`src/rtl/fir_axilite_ctrl.sv`:
```
// fir_axilite_ctrl: AXI-Lite configuration front end for the FIR engine.
// Holds ap_ctrl / data_length, owns the tap BRAM port outside a run and
// lends it to the engine while the run is active. Bus transactions are
// strictly serialized, with writes taking priority over reads.
module fir_axilite_ctrl #(
    parameter int pADDR_WIDTH = 12,
    parameter int pDATA_WIDTH = 32,
    parameter int Tape_Num    = 11
) (
    input  logic                   axis_clk,
    input  logic                   axis_rst_n,
    // AXI-Lite write
    input  logic                   awvalid,
    output logic                   awready,
    input  logic [pADDR_WIDTH-1:0] awaddr,
    input  logic                   wvalid,
    output logic                   wready,
    input  logic [pDATA_WIDTH-1:0] wdata,
    // AXI-Lite read
    input  logic                   arvalid,
    output logic                   arready,
    input  logic [pADDR_WIDTH-1:0] araddr,
    output logic                   rvalid,
    input  logic                   rready,
    output logic [pDATA_WIDTH-1:0] rdata,
    // tap coefficient BRAM port
    output logic [3:0]             tap_WE,
    output logic                   tap_EN,
    output logic [pDATA_WIDTH-1:0] tap_Di,
    output logic [pADDR_WIDTH-1:0] tap_A,
    input  logic [pDATA_WIDTH-1:0] tap_Do,
    // engine side
    input  logic                   eng_tap_EN,
    input  logic [pADDR_WIDTH-1:0] eng_tap_A,
    output logic                   eng_start,
    input  logic                   eng_done,
    output logic [31:0]            data_length
);

    localparam logic [pADDR_WIDTH-1:0] ADDR_CTRL = '0;
    localparam logic [pADDR_WIDTH-1:0] ADDR_LEN  = pADDR_WIDTH'(16);
    localparam logic [pADDR_WIDTH-1:0] TAP_BASE  = pADDR_WIDTH'(32);
    localparam logic [pADDR_WIDTH-1:0] TAP_LAST  = pADDR_WIDTH'(32 + 4 * (Tape_Num - 1));

    typedef enum logic [1:0] {AP_IDLE, AP_RUN, AP_DONE} ap_state_t;
    typedef enum logic [2:0] {B_IDLE, B_WR, B_RA, B_RW, B_RD} bus_state_t;

    ap_state_t               ap_q, ap_d;
    bus_state_t              bus_q, bus_d;
    logic [pADDR_WIDTH-1:0]  addr_q, addr_d;
    logic [pDATA_WIDTH-1:0]  wdata_q, wdata_d;
    logic [pDATA_WIDTH-1:0]  rdata_q, rdata_d;
    logic                    cfg_rd_q, cfg_rd_d;
    logic                    eng_start_q, eng_start_d;
    logic [31:0]             data_length_q, data_length_d;

    logic                    run;
    logic                    hit_ctrl, hit_len, hit_tap;
    logic [pADDR_WIDTH-1:0]  tap_off;
    logic                    wr_fire, rd_fire, start_req;
    logic [pDATA_WIDTH-1:0]  rd_mux;

    // Address decode on the latched transaction address
    always_comb begin
        run      = (ap_q == AP_RUN);
        hit_ctrl = (addr_q == ADDR_CTRL);
        hit_len  = (addr_q == ADDR_LEN);
        hit_tap  = (addr_q >= TAP_BASE) && (addr_q <= TAP_LAST);
        tap_off  = addr_q - TAP_BASE;
        wr_fire  = (bus_q == B_WR);
        rd_fire  = (bus_q == B_RD) && rready;
        start_req = wr_fire && hit_ctrl && wdata_q[0];
    end

    // Handshake outputs are pure decodes of the bus state
    always_comb begin
        awready = (bus_q == B_WR);
        wready  = (bus_q == B_WR);
        arready = (bus_q == B_RA);
        rvalid  = (bus_q == B_RD);
        rdata   = rdata_q;
        eng_start   = eng_start_q;
        data_length = data_length_q;
    end

    // Read data source, captured when leaving B_RW (BRAM output valid then)
    always_comb begin
        rd_mux = '0;
        if (hit_ctrl) begin
            rd_mux[2] = (ap_q != AP_RUN);
            rd_mux[1] = (ap_q == AP_DONE);
        end else if (hit_len) begin
            rd_mux = pDATA_WIDTH'(data_length_q);
        end else if (hit_tap && cfg_rd_q) begin
            rd_mux = tap_Do;
        end
    end

    // Bus FSM: one transaction at a time, write wins a same-edge tie
    always_comb begin
        bus_d    = bus_q;
        addr_d   = addr_q;
        wdata_d  = wdata_q;
        rdata_d  = rdata_q;
        cfg_rd_d = cfg_rd_q;
        case (bus_q)
            B_IDLE: begin
                if (awvalid && wvalid) begin
                    bus_d   = B_WR;
                    addr_d  = awaddr;
                    wdata_d = wdata;
                end else if (arvalid) begin
                    bus_d  = B_RA;
                    addr_d = araddr;
                end
            end
            B_WR: bus_d = B_IDLE;
            B_RA: begin
                bus_d = B_RW;
                // remember whether the BRAM read was ours or the engine's
                cfg_rd_d = !run;
            end
            B_RW: begin
                bus_d   = B_RD;
                rdata_d = rd_mux;
            end
            B_RD: if (rready) bus_d = B_IDLE;
            default: bus_d = B_IDLE;
        endcase
    end

    // Tap BRAM port mux: engine owns it in RUN, config bus otherwise
    always_comb begin
        tap_EN = 1'b0;
        tap_WE = 4'h0;
        tap_A  = '0;
        tap_Di = '0;
        if (run) begin
            tap_EN = eng_tap_EN;
            tap_A  = eng_tap_A;
        end else if (wr_fire && hit_tap) begin
            tap_EN = 1'b1;
            tap_WE = 4'hF;
            tap_A  = tap_off;
            tap_Di = wdata_q;
        end else if ((bus_q == B_RA) && hit_tap) begin
            tap_EN = 1'b1;
            tap_A  = tap_off;
        end
    end

    // ap FSM and data_length register
    always_comb begin
        ap_d          = ap_q;
        eng_start_d   = 1'b0;
        data_length_d = data_length_q;
        case (ap_q)
            AP_IDLE: begin
                if (start_req) begin
                    ap_d        = AP_RUN;
                    eng_start_d = 1'b1;
                end
            end
            AP_RUN: begin
                if (eng_done) ap_d = AP_DONE;
            end
            AP_DONE: begin
                if (start_req) begin
                    ap_d        = AP_RUN;
                    eng_start_d = 1'b1;
                end else if (rd_fire && hit_ctrl && rdata_q[1]) begin
                    // clear only if the reader actually saw done=1
                    ap_d = AP_IDLE;
                end
            end
            default: ap_d = AP_IDLE;
        endcase
        if (wr_fire && hit_len && !run) data_length_d = wdata_q[31:0];
    end

    // State registers
    always_ff @(posedge axis_clk or negedge axis_rst_n) begin
        if (!axis_rst_n) begin
            ap_q          <= AP_IDLE;
            bus_q         <= B_IDLE;
            addr_q        <= '0;
            wdata_q       <= '0;
            rdata_q       <= '0;
            cfg_rd_q      <= 1'b0;
            eng_start_q   <= 1'b0;
            data_length_q <= '0;
        end else begin
            ap_q          <= ap_d;
            bus_q         <= bus_d;
            addr_q        <= addr_d;
            wdata_q       <= wdata_d;
            rdata_q       <= rdata_d;
            cfg_rd_q      <= cfg_rd_d;
            eng_start_q   <= eng_start_d;
            data_length_q <= data_length_d;
        end
    end

endmodule
```
`config.mk`:
```
export PLATFORM = sky130hd
export DESIGN_NAME = fir_axilite_ctrl
export DESIGN_NICKNAME = d
export VERILOG_FILES = /design/src/rtl/fir_axilite_ctrl.sv
export SDC_FILE = /design/constraint.sdc
export NUM_CORES = 1
export LEC_CHECK = 0
export BUFFER_PORTS_ARGS = -buffer_cell sky130_fd_sc_hd__buf_2
export CORE_UTILIZATION = 44
export DETAILED_ROUTE_END_ITERATION = 16
export PLACE_DENSITY = 0.76
export SLEW_MARGIN = 0
export SYNTH_ARGS = -nofsm -noshare
export SYNTH_HDL_FRONTEND = slang
export SYNTH_SLANG_ARGS = --single-unit
export TNS_END_PERCENT = 1
```
`constraint.sdc`:
```
create_clock -name axis_clk -period 2.1 [get_ports axis_clk]
set_clock_uncertainty 0.2 [all_clocks]
set_input_delay 0.105 -clock axis_clk [delete_from_list [all_inputs] [get_ports axis_clk]]
set_output_delay 0.105 -clock axis_clk [all_outputs]
set_load 0.05 [all_outputs]
```
==> results of run 1 <==
==> timing repair <==
action | in CTS | in global routing
endpoints found under the hold margin | 193 | 0
setup endpoints to repair | 112 | 121
pin swaps | 19 | 21
resized for setup | 102 | 10
hold buffers | 91 | 0
buffers inserted | 0 | 1
==> state kept, by name, summed over array words and instances, names as in the netlist <==
register,cells
eng_start,1
cfg_rd_q,1
bus_q,3
addr_q,12
wdata_q,32
ap_q,2
data_length,32
rdata,32
==> per-layer routing <==
metal | global-route usage | wire [microns] | vias to the layer above | part of all wire
li1 | - | - | 2252 | -
met1 | 0.303 | 6840 | 2481 | 0.39
met2 | 0.485 | 9250 | 221 | 0.53
met3 | 0.0654 | 937 | 45 | 0.053
met4 | 0.142 | 489 | 0 | 0.028
met5 | 0 | 0 | - | 0
==> layout make-up <==
cell class,instances,area [sq um]
clock inverter,11,87.6
timing repair buffer,360,2750
multi-input combinational,278,2560
inverter,6,22.5
clock buffer,21,450
fill,862,3660
sequential,115,2880
tap,172,215
==> power by group through the flow <==
stage / combinational (mW) / sequential, mW / clock [mW]
6_report: 2.41 / 3.22 / 2.63
3_3_place_gp: 2.13 / 3.15 / 0
2_1_floorplan: 1.45 / 3.13 / 0
4_1_cts: 2.36 / 3.17 / 2.66
5_1_grt: 2.58 / 3.28 / 2.79
3_5_place_dp: 2.17 / 3.20 / 0
==> through the flow <==
stage / instances / utilization / TNS [ps] / cell area, sq um
final: 963 / 0.710 / -27560 / 8960
after global placement: 839 / 0.566 / -3720 / 7150
after global routing: 963 / 0.710 / -35650 / 8960
after detailed placement: 839 / 0.566 / -9920 / 7150
after floorplan: 433 / - / -18060 / 5700
after CTS: 962 / 0.707 / -25380 / 8930
==> kinds of logic (layout without fill, tap and decap cells) <==
logic type	count (synthesis)	count (layout)
adder cells (fa/ha/maj)	2	2
XOR/XNOR	3	3
multiplexers	76	76
flip-flops	115	115
AND/OR/NAND/NOR	128	128
buffers and inverters	40	398
AO/OA/AOI/OAI	69	69
==> worst min path at each step <==
stage | from | to | slack, ps
detailed placement | axis_rst_n | wdata_q[27]$_DFFE_PN0P_ | -180
CTS | tap_Do[2] | rdata[2]$_DFFE_PN0N_ | 20
global route | tap_Do[2] | rdata[2]$_DFFE_PN0N_ | 60
global placement | axis_rst_n | wdata_q[27]$_DFFE_PN0P_ | -190
finish | tap_Do[2] | rdata[2]$_DFFE_PN0N_ | 40
floorplan | axis_rst_n | addr_q[0]$_DFFE_PN0P_ | -390
==> cell usage in the layout (no fill, tap or decap), drive strengths merged, types with 2 or more instances in the layout <==
cell type    count
mux2            64
nor3             6
xnor2            2
a211oi           3
clkinvlp         3
mux2i           12
nand4            4
and3             2
a311oi           2
a221o           31
ha               2
nand2           11
buf            269
a21oi           16
dlygate4sd3     91
clkinv           7
a22o             8
and2            64
dfrtp          115
a21o             4
nor4             3
nand2b           3
nand3            2
nor2            22
o21ai            3
nor3b            3
inv              6
nor2b            2
clkbuf          21
==> worst min-delay path: cells and delay by family <==
kind / cells / cell delay (ps)
AND/OR/NAND/NOR: 1 / 150
buffers and inverters: 1 / 90
AO/OA/AOI/OAI: 2 / 250
==> results.sh, run 1 <==
export IMPL_setup_viol=79
export IMPL_core_sq_um=12600
export IMPL_cp_data_arrival_time_ps=2260
export IMPL_critPathKind="reg2out"
export IMPL_power_mw=8.26
export IMPL_finalWorstSetupSlack_ps=-467
export IMPL_reg2reg_slack_ps=-250
export IMPL_synth_top_family_by_area="multiplexers"
export IMPL_worstHoldPathCells=4
export IMPL_startpoint="addr_q[1]$_DFFE_PN0P_"
export IMPL_seq_power_share=0.389
export IMPL_die_h_microns=116
export IMPL_worstRegToRegCells=5
export IMPL_cp_buffers_inverters=2
export IMPL_combinationalPowerShare=0.292
export IMPL_timing_fmax_mhz=390
export IMPL_cp_max_fo=23
export IMPL_syn_area_per_cell_sq_um=13.1
export IMPL_synth_adder_area_share=0.00440
export IMPL_syn_num_nets=543
export IMPL_swShare=0.320
export IMPL_routedWlPerCell_microns=18.2
export IMPL_yosys_warnings=0
export IMPL_yosysMostFrequentCell="dfrtp_1"
export IMPL_hpwl_microns=10500
export IMPL_critPathRequiredTime_ps=1790
export IMPL_vdd_ir_drop_max_mv=0.595
export IMPL_critPathLaunchType="flop"
export IMPL_grt_max_degree=64
export IMPL_synth_area_top_cells="dfrtp_1 51%, mux2_4 16%, and2_1 6.9%, a221o_1 5.5%, buf_6 2.2%"
export IMPL_leakagePower_nw=4.70
export IMPL_clkPwrFrac=0.319
export IMPL_synth_compound_area_frac=0.101
export IMPL_synthMuxAreaShare=0.187
export IMPL_slew_headroom=0.389
export IMPL_clockBufferDepth=2
export IMPL_yosys_area_share_simple=0.141
export IMPL_die_w_microns=116
export IMPL_ios=226
export IMPL_holdWs_ps=41.3
export IMPL_p_int_mw=5.62
export IMPL_final_hold_viol_count=0
export IMPL_firstDrtPassIters=4
export IMPL_r2r_start="addr_q[1]$_DFFE_PN0P_"
export IMPL_drc_errors=0
export IMPL_grt_overflow_total=0
export IMPL_status="finished, violations left"
export IMPL_worstSkewPairLatency_ps=410
export IMPL_power_density_nw_per_um2=921
export IMPL_synth_cells=433
export IMPL_syn_area_sq_um=5680
export IMPL_area_growth_pct=57.7
export IMPL_clk_pin_slew_ps=60
export IMPL_min_path_type="in2reg"
export IMPL_synth_edff_count=0
export IMPL_synth_xor_area_frac=0.00462
export IMPL_r2r_end="rdata[16]$_DFFE_PN0N_"
export IMPL_drt_vias_per_instance=5.19
export IMPL_period_needed_ps=2570
export IMPL_end_kind="output pin"
export IMPL_async_flop_share=1.00
export IMPL_nets=888
export IMPL_drive_gt1_frac=0.498
export IMPL_rsz0062_at_grt="yes"
export IMPL_start_util=0.450
export IMPL_antenna_found_initial=0
export IMPL_antenna_left=0
export IMPL_synth_cell_types=51
export IMPL_htree_num_levels=4
export IMPL_place_ws_ps=-238
export IMPL_cpLargestDelayFamily="simple AND/OR/NAND/NOR gates"
export IMPL_diodes=0
export IMPL_portBuffers=225
export IMPL_synth_seq_cells=115
export IMPL_ys_seq_area_frac=0.506
export IMPL_wl_microns=17500
export IMPL_via_count=4999
export IMPL_cts_sinks=115
export IMPL_synth_common_cells="115 x dfrtp_1, 63 x and2_1, 59 x mux2_4"
export IMPL_std_cell_rows=41
export IMPL_path_cells="nor4_4 -> and4b_2 -> o21ai_4 -> nor2_4 -> buf_12 -> and2_1 -> buf_6"
export IMPL_synth_top_cell_area_share=0.506
export IMPL_grt_usage=0.272
export IMPL_place_congestion=0.813
export IMPL_grt_pass1_wl_microns=27200
export IMPL_drt_iter0_markers=268
export IMPL_clockRootBuffer="clkbuf_16"
export IMPL_dieArea_sq_um=13400
export IMPL_synthFlopType="dfrtp_1"
export IMPL_max_cap_violations=0
export IMPL_drv_slew=0
export IMPL_switchingPower_mw=2.64
export IMPL_yosys_area_top_type="dfrtp_1"
export IMPL_slowest_stage="dfrtp_1"
export IMPL_violations="negative setup slack"
export IMPL_cts_buffers=17
export IMPL_crit_cells=7
export IMPL_critPathCapture="tap_Di[13]"
export IMPL_timing_final_crit_share=1.22
export IMPL_grt_pass1_vias=5414
export IMPL_worst_path_largest_cell_delay_ps=430
export IMPL_tightest_slew_ps=914
export IMPL_cts_tree="built"
Power figures use the tool's default switching activity.
==> inputs of run 2 (changes only) <==
--- a/config.mk
+++ b/config.mk
@@ -9,6 +9,7 @@
 export CORE_UTILIZATION = 44
 export DETAILED_ROUTE_END_ITERATION = 16
 export PLACE_DENSITY = 0.76
+export SKIP_CTS_REPAIR_TIMING = 1
 export SLEW_MARGIN = 0
 export SYNTH_ARGS = -nofsm -noshare
 export SYNTH_HDL_FRONTEND = slang
==> constraint.sdc (replaced) <==
create_clock -name axis_clk -period 2.1 [get_ports axis_clk]
set_clock_uncertainty 0.2 [all_clocks]
set_input_delay 0 -clock axis_clk [delete_from_list [all_inputs] [get_ports axis_clk]]
set_output_delay 0 -clock axis_clk [all_outputs]
set_load 0.05 [all_outputs]
==> run 2 against run 1 <==
The run still ends with negative setup slack left. Combinational power is 2% lower. Global-route usage is 5.0 points lower. Maximum frequency is 5.5% higher. Sequential cell count stayed put. Die area stayed put. Count of clock-buffer cells in the layout is 4 higher. Sequential share of layout area is 0.39 points higher. Via count is 1.2% lower. Setup slack better by 130 ps. Critical path depth stayed put. Design area is 1.3% lower. Core utilization is 0.90 points lower. Highest routed layer unchanged.
==> results.sh, run 2 (synthesis results as in run 1) <==
export IMPL_ios=226
export IMPL_tightest_slew_ps=797
export IMPL_violations="negative setup slack"
export IMPL_vdd_ir_drop_max_mv=0.640
export IMPL_holdWs_ps=8.66
export IMPL_grt_overflow_total=0
export IMPL_grt_pass1_wl_microns=22300
export IMPL_r2r_start="addr_q[0]$_DFFE_PN0P_"
export IMPL_cpLargestDelayFamily="simple AND/OR/NAND/NOR gates"
export IMPL_routedWlPerCell_microns=17.7
export IMPL_diodes=0
export IMPL_worst_path_largest_cell_delay_ps=410
export IMPL_cp_max_fo=9
export IMPL_worstRegToRegCells=5
export IMPL_cts_sinks=115
export IMPL_startpoint="addr_q[0]$_DFFE_PN0P_"
export IMPL_min_path_type="in2reg"
export IMPL_setup_viol=79
export IMPL_worstSkewPairLatency_ps=410
export IMPL_die_h_microns=116
export IMPL_hp_start="awvalid"
export IMPL_clk_pin_slew_ps=50
export IMPL_layout_commonest_cell="buf_2"
export IMPL_critPathRequiredTime_ps=1900
export IMPL_cp_data_arrival_time_ps=2230
export IMPL_dieArea_sq_um=13400
export IMPL_final_hold_viol_count=0
export IMPL_layout_common_cells="187 x buf_2, 113 x dfrtp_1, 92 x dlygate4sd3_1"
export IMPL_switchingPower_mw=2.54
export IMPL_ff_latch_area_sq_um=2880
export IMPL_wl_microns=17000
export IMPL_drc_errors=0
export IMPL_finalWorstSetupSlack_ps=-333
export IMPL_leakagePower_nw=4.69
export IMPL_multiInputGateArea_sq_um=2550
export IMPL_place_congestion=0.812
export IMPL_slew_headroom=0.468
export IMPL_area_growth_pct=55.7
export IMPL_htree_num_levels=4
export IMPL_via_count=4941
export IMPL_post_place_cells=836
export IMPL_power_density_nw_per_um2=922
export IMPL_portBuffers=225
export IMPL_firstDrtPassIters=4
export IMPL_antenna_left=0
export IMPL_clockBufferDepth=2
export IMPL_path_cells="nor4_4 -> and4b_2 -> o21ai_4 -> nor2_4 -> buf_4 -> and2_1 -> buf_4"
export IMPL_drv_slew=0
export IMPL_cts_buffers=17
export IMPL_drt_iter0_markers=245
export IMPL_seq_power_share=0.392
export IMPL_rsz0062_at_grt="yes"
export IMPL_final_util=0.701
export IMPL_cp_buffers_inverters=2
export IMPL_drt_vias_per_instance=5.15
export IMPL_grt_pass1_vias=4284
export IMPL_critPathKind="reg2out"
export IMPL_slowest_stage="dfrtp_1"
export IMPL_critPathLaunchType="flop"
export IMPL_status="finished, violations left"
export IMPL_crit_cells=7
export IMPL_timing_final_crit_share=1.16
export IMPL_timing_fmax_mhz=411
export IMPL_std_cell_rows=41
export IMPL_antenna_found_initial=0
export IMPL_start_util=0.450
export IMPL_power_mw=8.16
export IMPL_swShare=0.311
export IMPL_clockRootBuffer="clkbuf_16"
export IMPL_nets=886
export IMPL_end_kind="output pin"
export IMPL_max_cap_violations=0
export IMPL_cts_tree="built"
export IMPL_drive_gt1_frac=0.493
export IMPL_combinationalPowerShare=0.288
export IMPL_clkPwrFrac=0.319
export IMPL_fin_cells=959
export IMPL_cp_common_cell="buf_4"
export IMPL_p_int_mw=5.62
export IMPL_grt_usage=0.222
export IMPL_place_ws_ps=-261
export IMPL_grt_max_degree=62
export IMPL_fill_cells=849
export IMPL_die_w_microns=116
export IMPL_core_sq_um=12600
export IMPL_period_needed_ps=2430
export IMPL_worstHoldPathCells=5
export IMPL_hpwl_microns=10600
==> run 2: cell types whose count changed in the layout (fill, tap and decap cells not counted), sizes merged <==
cell	change
buf	-3
bufinv	-1
clkbuf	+4
clkinv	-2
clkinvlp	-3
dlygate4sd3	+1
==> run 2: power groups by stage <==
stage               Combinational (mW)  Sequential [mW]  Clock (mW)
floorplan                         1.45             3.13           0
global placement                  2.11             3.13           0
finish                            2.35             3.20        2.60
detailed placement                2.16             3.18           0
CTS                               2.17             3.16        2.65
global route                      2.54             3.26        2.76
==> run 2: area by class of cell <==
cell class | instances | share of cell area
Tap cell | 172 | 0.0243
Timing Repair Buffer | 358 | 0.298
Sequential cell | 115 | 0.326
Clock buffer | 25 | 0.0583
Multi-Input combinational cell | 278 | 0.288
Clock inverter | 5 | 0.00283
Inverter | 6 | 0.00255
==> run 2: tightest hold or removal path: stages <==
cell and delay [ps]:
buf_2 90, nand2_1 70, buf_4 210, a21oi_1 170, nor3_1 50
==> run 2: routing by layer <==
layer | wire length, microns | vias up | GRT usage
li1 | - | 2237 | -
met1 | 6750 | 2473 | 0.281
met2 | 9020 | 209 | 0.366
met3 | 956 | 22 | 0.0696
met4 | 260 | 0 | 0.0675
met5 | 0 | - | 0
==> run 2: worst paths after layout <==
kind,to,slack [ps]
min,bus_q[1]$_DFFE_PN0P_,9
max reg2reg,rdata[7]$_DFFE_PN0N_,-210
min in group asynchronous,wdata_q[27]$_DFFE_PN0P_,470
max in group asynchronous,rdata[6]$_DFFE_PN0N_,830
max,tap_Di[5],-330
min reg2reg,eng_start$_DFF_PN0_,320
==> run 2: stage by stage <==
stage               cell area, sq um  setup TNS [ps]
floorplan                       5700          -14230
global placement                7110           -4090
detailed placement              7110           -7940
CTS                             7650          -29540
global route                    8850          -27990
finish                          8850          -19320
